## src/rtl/sdr_arb_pkg.sv

```systemverilog
`default_nettype none
// ============================================================================
//  Module      : sdr_arb_pkg
//  Description : Shared types and helpers for the SDRAM channel arbiter.
//  Revision    : 1.0 - initial release
// ============================================================================

package sdr_arb_pkg;

    typedef enum logic [1:0] {
        IDLE  = 2'd0,
        WAIT  = 2'd1,
        DONE  = 2'd2,
        FLUSH = 2'd3
    } arb_state_t;

    // Returned on a timed-out read; sliced down to the data width by users.
    localparam logic [63:0] c_err_data = '1;

    function automatic int idx_width(input int n);
        return (n > 1) ? $clog2(n) : 1;
    endfunction

endpackage

`default_nettype wire

```

## src/rtl/sdr_rr_pick.sv

```systemverilog
`default_nettype none
// ============================================================================
//  Module      : sdr_rr_pick
//  Description : Combinational round-robin picker; first eligible index after
//                the previous grant, wrapping modulo NREQ.
//  Revision    : 1.0 - initial release
// ============================================================================

module sdr_rr_pick
    import sdr_arb_pkg::*;
#(
    parameter  int NREQ = 3,
    localparam int IW   = idx_width(NREQ)
) (
    input  logic [NREQ-1:0] i_elig,
    input  logic [IW-1:0]   i_last_grant,
    output logic            o_valid,
    output logic [IW-1:0]   o_winner
);

    logic [IW:0] w_idx;

    // Scan from the farthest candidate down so the nearest one after
    // last_grant overwrites all others and ends up as the winner.
    always_comb begin
        o_valid  = 1'b0;
        o_winner = '0;
        w_idx    = '0;
        for (int k = NREQ; k >= 1; k--) begin
            w_idx = {1'b0, i_last_grant} + (IW+1)'(k);
            if (w_idx >= (IW+1)'(NREQ)) begin
                w_idx = w_idx - (IW+1)'(NREQ);
            end
            if (i_elig[w_idx[IW-1:0]]) begin
                o_valid  = 1'b1;
                o_winner = w_idx[IW-1:0];
            end
        end
    end

endmodule

`default_nettype wire

```

## src/rtl/sdr_chan_arbiter.sv

```systemverilog
`default_nettype none
// ============================================================================
//  Module      : sdr_chan_arbiter
//  Description : Round-robin sharing of one SDRAM controller channel among
//                NREQ level-request requesters, with requester-0 lock.
//  Revision    : 1.0 - initial release
// ============================================================================

module sdr_chan_arbiter
    import sdr_arb_pkg::*;
#(
    parameter int NREQ    = 3,
    parameter int AW      = 24,
    parameter int DW      = 16,
    parameter int TIMEOUT = 1023
) (
    input  logic              clk,
    input  logic              reset,
    input  logic              lock,
    input  logic [NREQ-1:0]   req,
    input  logic [NREQ-1:0]   req_rnw,
    input  logic [NREQ*AW-1:0] req_addr,
    input  logic [NREQ*DW-1:0] req_din,
    input  logic [NREQ*2-1:0] req_be,
    output logic [NREQ*DW-1:0] req_dout,
    output logic [NREQ-1:0]   req_rdy,
    output logic [AW-1:0]     ch_addr,
    output logic [DW-1:0]     ch_din,
    output logic [1:0]        ch_be,
    output logic              ch_rnw,
    output logic              ch_req,
    input  logic [DW-1:0]     ch_dout,
    input  logic              ch_ready,
    output logic              busy,
    output logic              err
);

    localparam int c_iw = idx_width(NREQ);
    localparam int c_cw = idx_width(TIMEOUT + 1);

    arb_state_t        r_state;
    arb_state_t        w_state_next;
    logic [c_iw-1:0]   r_last_grant;
    logic [c_iw-1:0]   w_winner;
    logic              w_valid;
    logic [NREQ-1:0]   w_elig;
    logic [NREQ-1:0]   r_rdy;
    logic [DW-1:0]     r_dout [NREQ];
    logic [AW-1:0]     r_ch_addr;
    logic [DW-1:0]     r_ch_din;
    logic [1:0]        r_ch_be;
    logic              r_ch_rnw;
    logic              r_ch_req;
    logic              r_err;
    logic [c_cw-1:0]   r_cnt;
    logic              w_issue;
    logic              w_ack;
    logic              w_timeout;

    assign w_elig = req & (lock ? {{(NREQ-1){1'b0}}, 1'b1} : {NREQ{1'b1}});

    sdr_rr_pick #(
        .NREQ (NREQ)
    ) u_pick (
        .i_elig       (w_elig),
        .i_last_grant (r_last_grant),
        .o_valid      (w_valid),
        .o_winner     (w_winner)
    );

    always_ff @(posedge clk) begin
        if (reset) begin
            r_state <= IDLE;
        end else begin
            r_state <= w_state_next;
        end
    end

    always_comb begin
        w_state_next = r_state;
        w_issue      = 1'b0;
        w_ack        = 1'b0;
        w_timeout    = 1'b0;
        case (r_state)
            IDLE: begin
                if (w_valid) begin
                    w_issue      = 1'b1;
                    w_state_next = WAIT;
                end
            end
            WAIT: begin
                if (ch_ready == r_ch_req) begin
                    w_ack        = 1'b1;
                    w_state_next = DONE;
                end else if (r_cnt == c_cw'(TIMEOUT)) begin
                    w_timeout    = 1'b1;
                    w_state_next = FLUSH;
                end
            end
            DONE: begin
                w_state_next = IDLE;
            end
            FLUSH: begin
                // Late acknowledge is swallowed here; no rdy is generated.
                if (ch_ready == r_ch_req) begin
                    w_state_next = IDLE;
                end
            end
            default: begin
                w_state_next = IDLE;
            end
        endcase
    end

    always_ff @(posedge clk) begin
        if (reset) begin
            r_rdy        <= '0;
            r_err        <= 1'b0;
            r_ch_addr    <= '0;
            r_ch_din     <= '0;
            r_ch_be      <= '0;
            r_ch_rnw     <= 1'b1;
            // Matching parity leaves the controller seeing no pending request.
            r_ch_req     <= ch_ready;
            r_last_grant <= c_iw'(NREQ - 1);
            r_cnt        <= '0;
            for (int i = 0; i < NREQ; i++) begin
                r_dout[i] <= '0;
            end
        end else begin
            r_rdy <= '0;
            if (w_issue) begin
                r_ch_addr    <= req_addr[w_winner*AW +: AW];
                r_ch_din     <= req_din[w_winner*DW +: DW];
                r_ch_be      <= req_be[w_winner*2 +: 2];
                r_ch_rnw     <= req_rnw[w_winner];
                r_ch_req     <= ~r_ch_req;
                r_last_grant <= w_winner;
                r_cnt        <= '0;
            end
            if (r_state == WAIT) begin
                r_cnt <= r_cnt + c_cw'(1);
            end
            if (w_ack) begin
                if (r_ch_rnw) begin
                    r_dout[r_last_grant] <= ch_dout;
                end
                r_rdy[r_last_grant] <= 1'b1;
            end
            if (w_timeout) begin
                r_err                <= 1'b1;
                r_dout[r_last_grant] <= c_err_data[DW-1:0];
                r_rdy[r_last_grant]  <= 1'b1;
            end
        end
    end

    generate
        for (genvar g = 0; g < NREQ; g++) begin : g_dout
            assign req_dout[g*DW +: DW] = r_dout[g];
        end
    endgenerate

    assign req_rdy = r_rdy;
    assign ch_addr = r_ch_addr;
    assign ch_din  = r_ch_din;
    assign ch_be   = r_ch_be;
    assign ch_rnw  = r_ch_rnw;
    assign ch_req  = r_ch_req;
    assign busy    = (r_state != IDLE);
    assign err     = r_err;

endmodule

`default_nettype wire

```

## config.mk

```make
export PLATFORM = sky130hd
export DESIGN_NAME = sdr_chan_arbiter
export DESIGN_NICKNAME = d
export VERILOG_FILES = /design/src/rtl/sdr_arb_pkg.sv /design/src/rtl/sdr_rr_pick.sv /design/src/rtl/sdr_chan_arbiter.sv
export SDC_FILE = /design/constraint.sdc
export NUM_CORES = 1
export LEC_CHECK = 0
export BUFFER_PORTS_ARGS = -buffer_cell sky130_fd_sc_hd__buf_4
export CORE_MARGIN = 5
export CORE_UTILIZATION = 32
export CTS_CLUSTER_DIAMETER = 100
export CTS_CLUSTER_SIZE = 25
export DETAILED_ROUTE_END_ITERATION = 8
export GPL_ROUTABILITY_DRIVEN = 0
export PLACE_DENSITY = 0.6
export SLEW_MARGIN = 20
export SYNTH_ARGS = -nofsm -noshare
export SYNTH_HDL_FRONTEND = slang
export SYNTH_SLANG_ARGS = --single-unit
```

## constraint.sdc

```tcl
create_clock -name clk -period 3.1 [get_ports clk]
set_input_delay 0.62 -clock clk [delete_from_list [all_inputs] [get_ports clk]]
set_output_delay 0.62 -clock clk [all_outputs]
set_load 0.02 [all_outputs]
```

# Word level (Yosys, flattened, before mapping)
# Memory sizes are Yosys's and may differ from the RTL's.
# Index checks and enable logic that the tools add are counted.
[word_totals]
ram_bits = 48
regBits = 62
inputBits = 152
elab_cells = 102
mem_count = 1
[mem_list]
columns = ["name", "words", "width", "rd", "rd_ports_with_merged_regs", "write_ports", "line", "text"]
rows = [
  ["r_dout", 3, 16, 3, 0, 3, "sdr_chan_arbiter.sv:48", "logic [DW-1:0] r_dout [NREQ];"],
]
[classes]
n_mux = 52
n_bitwise = 4
addsub = 7
magnitude_cmp = 9
mul = 1
eq_ne = 8
n_reduce_logical = 7
n_shift = 3
[op_table]
columns = ["op", "n"]
rows = [
  ["72-bit by 8-bit indexed part select with 24-bit output", 1],
  ["48-bit by 7-bit indexed part select with 16-bit output", 1],
  ["16-bit two-way mux", 2],
  ["1-bit two-way mux", 27],
  ["2-bit two-way mux", 11],
  ["10-bit two-way mux", 2],
  ["16-bit OR reduction", 1],
  ["2-bit by 3-bit < comparator with 1-bit output, second input constant", 5],
  ["3-bit two-way mux", 4],
  ["10-bit by 1-bit adder with 10-bit output, second input constant", 1],
  ["10-bit == test, second input constant", 1],
  ["3-bit by 2-bit >= comparator with 1-bit output, second input constant", 3],
  ["1-bit binary-select mux with 2-bit select", 4],
  ["2-bit one-hot mux with 4 select lines", 1],
  ["2-bit by 2-bit adder with 3-bit output, second input constant", 2],
  ["2-bit nonzero test", 3],
  ["6-bit by 4-bit indexed part select with 2-bit output", 1],
  ["2-bit subtractor, second input constant", 3],
  ["2-bit == test, second input constant", 2],
  ["2-bit by 2-bit multiplier with 4-bit output, second input constant", 1],
  ["2-bit by 1-bit adder with 3-bit output, second input constant", 1],
  ["3-bit AND", 1],
  ["3-bit inequality test, second input constant", 1],
  ["3-bit bitwise OR", 1],
  ["11 further kinds", 11],
]

# Depth between registers and ports, before layout
[depth]
depth_word = 12
ltp_mapped = 9
ltp_nobuf = 7

# By module
# From an unflattened synthesis, not the netlist that was laid out.
[unflattened]
hier_cells = 532
area_unflattened_um2 = 5296.3
[modules_own_cells]
columns = ["mod", "area_each_um2", "cells_per_inst", "instances", "seq_area_each_um2"]
rows = [
  ["sdr_chan_arbiter", 5142.4, 510, 1, 2692.6],
  ["sdr_rr_pick", 153.9, 22, 1, 0.0],
]

# Worst setup path after synthesis
# No wires, ideal clock.
[synth_timing]
path_type = "register to register"
from = "register r_last_grant[0]"
to = "register r_ch_req, in the netlist ch_req (enable)"
n_path_buf = 1
required_ns = 2.810
t_arrival_ns = 2.077
period_less_slack_ns = 2.367
stages_incl_launch_ff = 9
setup_slack_ns = 0.733
path_cell_list = "dfxtp_1 > inv_1 > ha_1 > or4b_1 > o31ai_1 > a211o_1 > a21oi_2 > buf_2 > inv_1"
[synth_via]
elab_chain_len = 11
word_cells_on_any_way = 24
[synth_rtl]
columns = ["element", "line", "text"]
rows = [
  ["from (decl)", "sdr_chan_arbiter.sv:43", "logic [c_iw-1:0] r_last_grant;"],
  ["from (signal assigned)", "sdr_chan_arbiter.sv:125", "r_last_grant <= c_iw'(NREQ - 1);"],
  ["from (signal assigned)", "sdr_chan_arbiter.sv:138", "r_last_grant <= w_winner;"],
  ["2-bit by 2-bit adder with 3-bit output", "sdr_rr_pick.sv:30", "w_idx = {1'b0, i_last_grant} + (IW+1)'(k);"],
  ["3-bit by 2-bit >= comparator with 1-bit output or 2-bit subtractor (tied branches)", "sdr_rr_pick.sv:31, sdr_rr_pick.sv:32", ""],
  ["2-bit two-way mux", "sdr_rr_pick.sv:31", "if (w_idx >= (IW+1)'(NREQ)) begin"],
  ["1-bit binary-select mux with 2-bit select", "sdr_rr_pick.sv:34", "if (i_elig[w_idx[IW-1:0]]) begin"],
  ["1-bit two-way mux (not written as such)", "sdr_rr_pick.sv:34", ""],
  ["1-bit two-way mux (2 in a row)", "sdr_rr_pick.sv:34", ""],
  ["1-bit two-way mux (*)", "sdr_rr_pick.sv:34", ""],
  ["1-bit two-way mux (*)", "sdr_chan_arbiter.sv:86", "if (w_valid) begin"],
  ["1-bit two-way mux (*)", "sdr_chan_arbiter.sv:84", "case (r_state)"],
  ["2-bit nonzero test (no source line) (*)", "n/a", ""],
  ["to (signal assigned)", "sdr_chan_arbiter.sv:124", "r_ch_req <= ch_ready;"],
  ["to (signal assigned)", "sdr_chan_arbiter.sv:137", "r_ch_req <= ~r_ch_req;"],
  ["to (decl)", "sdr_chan_arbiter.sv:53", "logic r_ch_req;"],
]
# Every way passes the cells marked *; elsewhere a longest branch is shown, timed or not. The select of a mux whose other input is x is not followed.
# A chain may end at the register's enable or synchronous reset.

# Final worst setup path
[layout_timing]
from = "register r_last_grant[1]"
to = "register r_ch_addr[22], in the netlist ch_addr[22]"
[layout_via]
elab_chain_len = 10
word_cells_on_any_way = 28
[layout_rtl]
columns = ["element", "line", "text"]
rows = [
  ["2-bit by 2-bit adder with 3-bit output", "sdr_rr_pick.sv:30", ""],
  ["3-bit by 2-bit >= comparator with 1-bit output or 2-bit subtractor (tied branches)", "sdr_rr_pick.sv:31, sdr_rr_pick.sv:32", ""],
  ["2-bit two-way mux", "sdr_rr_pick.sv:31", ""],
  ["1-bit binary-select mux with 2-bit select", "sdr_rr_pick.sv:34", ""],
  ["1-bit two-way mux (not written as such)", "sdr_rr_pick.sv:34", ""],
  ["2-bit two-way mux or 1-bit two-way mux (tied branches) (3 in a row)", "sdr_rr_pick.sv:34", ""],
  ["2-bit by 2-bit multiplier with 4-bit output or 1-bit two-way mux (tied branches)", "sdr_chan_arbiter.sv:133, sdr_chan_arbiter.sv:86", ""],
  ["72-bit by 8-bit indexed part select with 24-bit output or 1-bit two-way mux (tied branches)", "sdr_chan_arbiter.sv:133, sdr_chan_arbiter.sv:84", ""],
  ["to (signal assigned)", "sdr_chan_arbiter.sv:133", "r_ch_addr <= req_addr[w_winner*AW +: AW];"],
  ["to (decl)", "sdr_chan_arbiter.sv:49", "logic [AW-1:0] r_ch_addr;"],
]
# Parallel ways exist; a longest one is shown, timed or not. The select of a mux whose other input is x is not followed.

==> results.txt <==
* Standard cell with the maximum stage delay on the critical path: sky130_fd_sc_hd__a21oi_4
* Sum of net half-perimeters after detailed placement: 14000 um
- Setup repair bufs after CTS: 0
* Number of vias after detailed routing: 5288
- Post-synthesis cell type with the largest combined area: sky130_fd_sc_hd__edfxtp_1
- Worst Hold Path Cells: 1
* Via density per instance: 5.24
* Met2 WL: 8740 um
- In this run, the number of DRC markers left after iteration 0 of detailed routing was 251.
- VDD IR-drop max: 0.000347 V
- Headroom to the max-slew limit came out at 0.424.
- Antenna diode count: 0
- The via count of the first global-routing pass was 5455.
* Number of buffers inserted by port buffering: 248
* Number of enable-type register cells in the synthesized netlist: 49
- Cell types with the largest area share after synthesis: sky130_fd_sc_hd__edfxtp_1 27%, sky130_fd_sc_hd__dfxtp_1 22%, sky130_fd_sc_hd__nand3_1 8.2%, sky130_fd_sc_hd__a32o_1 7.6%, sky130_fd_sc_hd__o21a_1 6.9%
* Met3 WL: 1990 um
- Slew at the pin with the worst max-slew slack: 0.864 ns
- The count of nets left with antenna violations once routing finished came out at 0.
- For this design the ratio of total power to cell area is 747 nW/um2.
- Time the final worst path needs with I/O delays and setup: 2.65 ns
- Measured in cells, the most critical reg-to-reg path has a length of 8.
- Worst-case register-to-register setup slack: 0.45 ns
* Synthesized instance count: 552
* Post-route DRC violation count: 0
- Share of cells above drive strength 1: 0.386
- Endpoint of the most critical register-to-register path: ch_addr[22]$_SDFFE_PP0P_
- In this run, synthesis produced a sequential element count of 110.
- Yosys printed 0 warnings.
- Startpoint types: register
- Compared with the post-synthesis result, the final layout area differs by 45.5%.
- Data on the critical path is required at its endpoint by 3.40 ns.
* Final clock skew: 0.0105 ns
- Total wire length after detailed routing: 18400 um
* Placement row count: 48
- The die is 141 um tall.
* Sum of routed wire segments on met1: 7320 um
- Clock root buffer master: sky130_fd_sc_hd__clkbuf_16
- CTS built an H-tree with a depth of 3.
- The later pin in the worst-skew pair is clocked with a latency of 0.35 ns.
- Crit path buf inv count: 3
* Hold_buf cts: 0
- The longest clock path from root to sink contains 2 buffers.
- The worst register-to-register path begins at r_last_grant[1]$_SDFFE_PP1P_.
- Static timing analysis puts the maximum clock frequency at 377 MHz.
- Along the worst path, the maximum fanout reaches 26.
- Clock-pin slew was measured on the worst setup and hold paths at 0.08 ns.
* Top-level I/O count: 249
- Summing every instance area after synthesis gives 5520 um2.
- Clock tree from TritonCTS: built
- Fraction of post-synthesis cell area in the top cell type by area: 0.266
* Sum of overflow across all layers after global routing: 0
- Crit. End Element: register
- Yosys mapped the design onto 54 distinct sky130hd cell types.
- Largest delay share family, worst path: compound AO/OA/AOI/OAI gates
- Summed over all cells, the static leakage comes to 3.32 nW.
- The die is 141 um wide.
- The share of the Yosys chip area taken by registers is 0.488.
- Of the available clock period, the critical path in the final layout requires 0.856.
- The floorplan step defined a die boundary enclosing 20000 um2.
- Most common cell in the netlist: sky130_fd_sc_hd__nand3_1
* Largest net degree at the start of global routing: 49
* Cell breakdown of the critical path: inv_1, ha_1, inv_2, o21ai_0, a211o_1, a21oi_4, buf_16, a32o_1
- Result of the run: finished clean
- The first global-routing pass estimated 28600 um of wire.
* CTS buffer count: 9
- For this configuration, the core starts out at a cell density of 0.323.
- Setup repair after global routing left no endpoint under its margin.
- Synthesized net count: 711
* Reported max-cap violation count: 0
- Setup violations remaining at the end of the flow were counted as 0.
* Fraction of registers with async set/reset: 0
* Core area: 17100 um2
- Final-layout setup total negative slack: 0 ns
- Delay of the slowest critical-path stage: 0.60 ns
- WHS: 0.471 ns
- For this run, the total global-route usage over all layers was measured as 0.178.
* Arrival time of data at the critical path endpoint: 2.95 ns
- The worst hold path terminates at ch_din[0]$_SDFFE_PP0P_.
- The tightest min-delay check is of the register to register type.
* Resized cells post-CTS: 0
* Most instantiated flip-flop cell in the synthesis netlist: sky130_fd_sc_hd__dfxtp_1
- The worst hold path begins at ch_din[0]$_SDFFE_PP0P_.
- After detailed routing, the average wire length per cell comes to 18.2 um.
- In this run the mean area of a mapped cell was 10.0 um2.
* Final Hold Violating Endpoints: 0
- The first TritonRoute pass finished after 6 iterations.
- Final Slew Violations: 0
- The worst setup path is of the register to register kind.
* Highest routed metal layer: met4
- The initial antenna violation count is 0.
* Number of nets in the layout: 939
- Sinks on the clock net: 110
- In the synthesized netlist, the cells that appear most often are 90 x sky130_fd_sc_hd__nand3_1, 61 x sky130_fd_sc_hd__dfxtp_1, 52 x sky130_fd_sc_hd__o21ai_0.
[stage by stage]
| stage | worst slack (ns) | power [mW] | instance area (um2) | std cells | util |
|---|---|---|---|---|---|
| final | 0.446 | 6.01 | 8040 | 1010 | 0.469 |
| after global routing | 0.235 | 6.34 | 8040 | 1010 | 0.469 |
| after CTS | 0.435 | 6.06 | 8040 | 1010 | 0.469 |
| after detailed placement | 0.452 | 4.72 | 7690 | 994 | 0.449 |
| after global placement | 0.184 | 4.64 | 7660 | 993 | 0.448 |
| after floorplan | 0.733 | 3.53 | 5520 | 552 | - |
[final cells by class]
| class | count | area (um2) |
|---|---|---|
| Inverter | 11 | 41.3 |
| Clock inverter | 6 | 115 |
| Fill cell | 1636 | 9080 |
| Clock buffer | 10 | 229 |
| Sequential cell | 110 | 2690 |
| Tap cell | 225 | 282 |
| Multi-Input combinational cell | 382 | 2610 |
| Timing Repair Buffer | 266 | 2070 |
[cells by family (layout without fill, tap and decap cells)]
group / Yosys count / in the layout / synth area share
adders and majority gates: 7 / 7 / 0.0159
buffers and inverters: 60 / 293 / 0.0492
and+or+nand+nor: 187 / 187 / 0.193
xor gates and xnor gates: 2 / 2 / 0.00317
DFF: 110 / 110 / 0.488
AOI/OAI and AO/OA: 184 / 184 / 0.247
muxes: 2 / 2 / 0.00362
[power by group]
| part | switching [mW] | total, mW | internal (mW) |
|---|---|---|---|
| Sequential | 0.228 | 2.12 | 1.89 |
| Clock | 0.546 | 1.34 | 0.797 |
| Combinational | 1.47 | 2.55 | 1.08 |
[registers in the layout (all words and copies together) (netlist names), 2 cells and up]
register      count
ch_addr          24
ch_be             2
r_state           2
r_last_grant      2
r_cnt            10
req_rdy           3
ch_din           16
r_dout           48
[worst reg2reg max path: stages, from the launching register on]
cell                      delay [ns]
sky130_fd_sc_hd__dfxtp_1        0.38
sky130_fd_sc_hd__inv_1          0.11
sky130_fd_sc_hd__ha_1           0.36
sky130_fd_sc_hd__inv_2          0.15
sky130_fd_sc_hd__o21ai_0        0.18
sky130_fd_sc_hd__a211o_1        0.41
sky130_fd_sc_hd__a21oi_4        0.61
sky130_fd_sc_hd__buf_16         0.25
sky130_fd_sc_hd__a32o_1         0.15
[metal layers]
| metal | GRT usage | vias to the layer above |
|---|---|---|
| li1 | - | 2542 |
| met1 | 0.217 | 2470 |
| met2 | 0.294 | 249 |
| met3 | 0.0684 | 27 |
| met4 | 0.0510 | 0 |
| met5 | 0 | - |
[cells in the final DEF (no fill, tap or decap), drive strengths merged, types with 3 or more instances in the layout]
cell	count
clkbuf	10
a31oi	3
or2	3
ha	7
and3	4
o32ai	5
o21a	51
buf	266
a21oi	12
dfxtp	61
bufinv	3
nor3b	3
o31ai	3
nand2	9
nand3	90
nor2	9
a32o	42
o21ai	53
edfxtp	49
and2	3
nand2b	45
nor3	7
nor2b	5
inv	13
[worst max path at each step]
| stage | from | end | cells after the start |
|---|---|---|---|
| after detailed placement | r_last_grant[1]$_SDFFE_PP1P_ | ch_addr[13]$_SDFFE_PP0P_ | 8 |
| after floorplan | r_last_grant[0]$_SDFFE_PP0P_ | ch_req$_DFFE_PP_ | 8 |
| after global placement | r_last_grant[1]$_SDFFE_PP1P_ | ch_req$_DFFE_PP_ | 7 |
| after CTS | r_last_grant[1]$_SDFFE_PP1P_ | ch_addr[12]$_SDFFE_PP0P_ | 8 |
| final | r_last_grant[1]$_SDFFE_PP1P_ | ch_addr[22]$_SDFFE_PP0P_ | 8 |
| after global routing | r_last_grant[1]$_SDFFE_PP1P_ | ch_din[15]$_SDFFE_PP0P_ | 8 |
No activity file was read; power rests on OpenSTA's default activity.
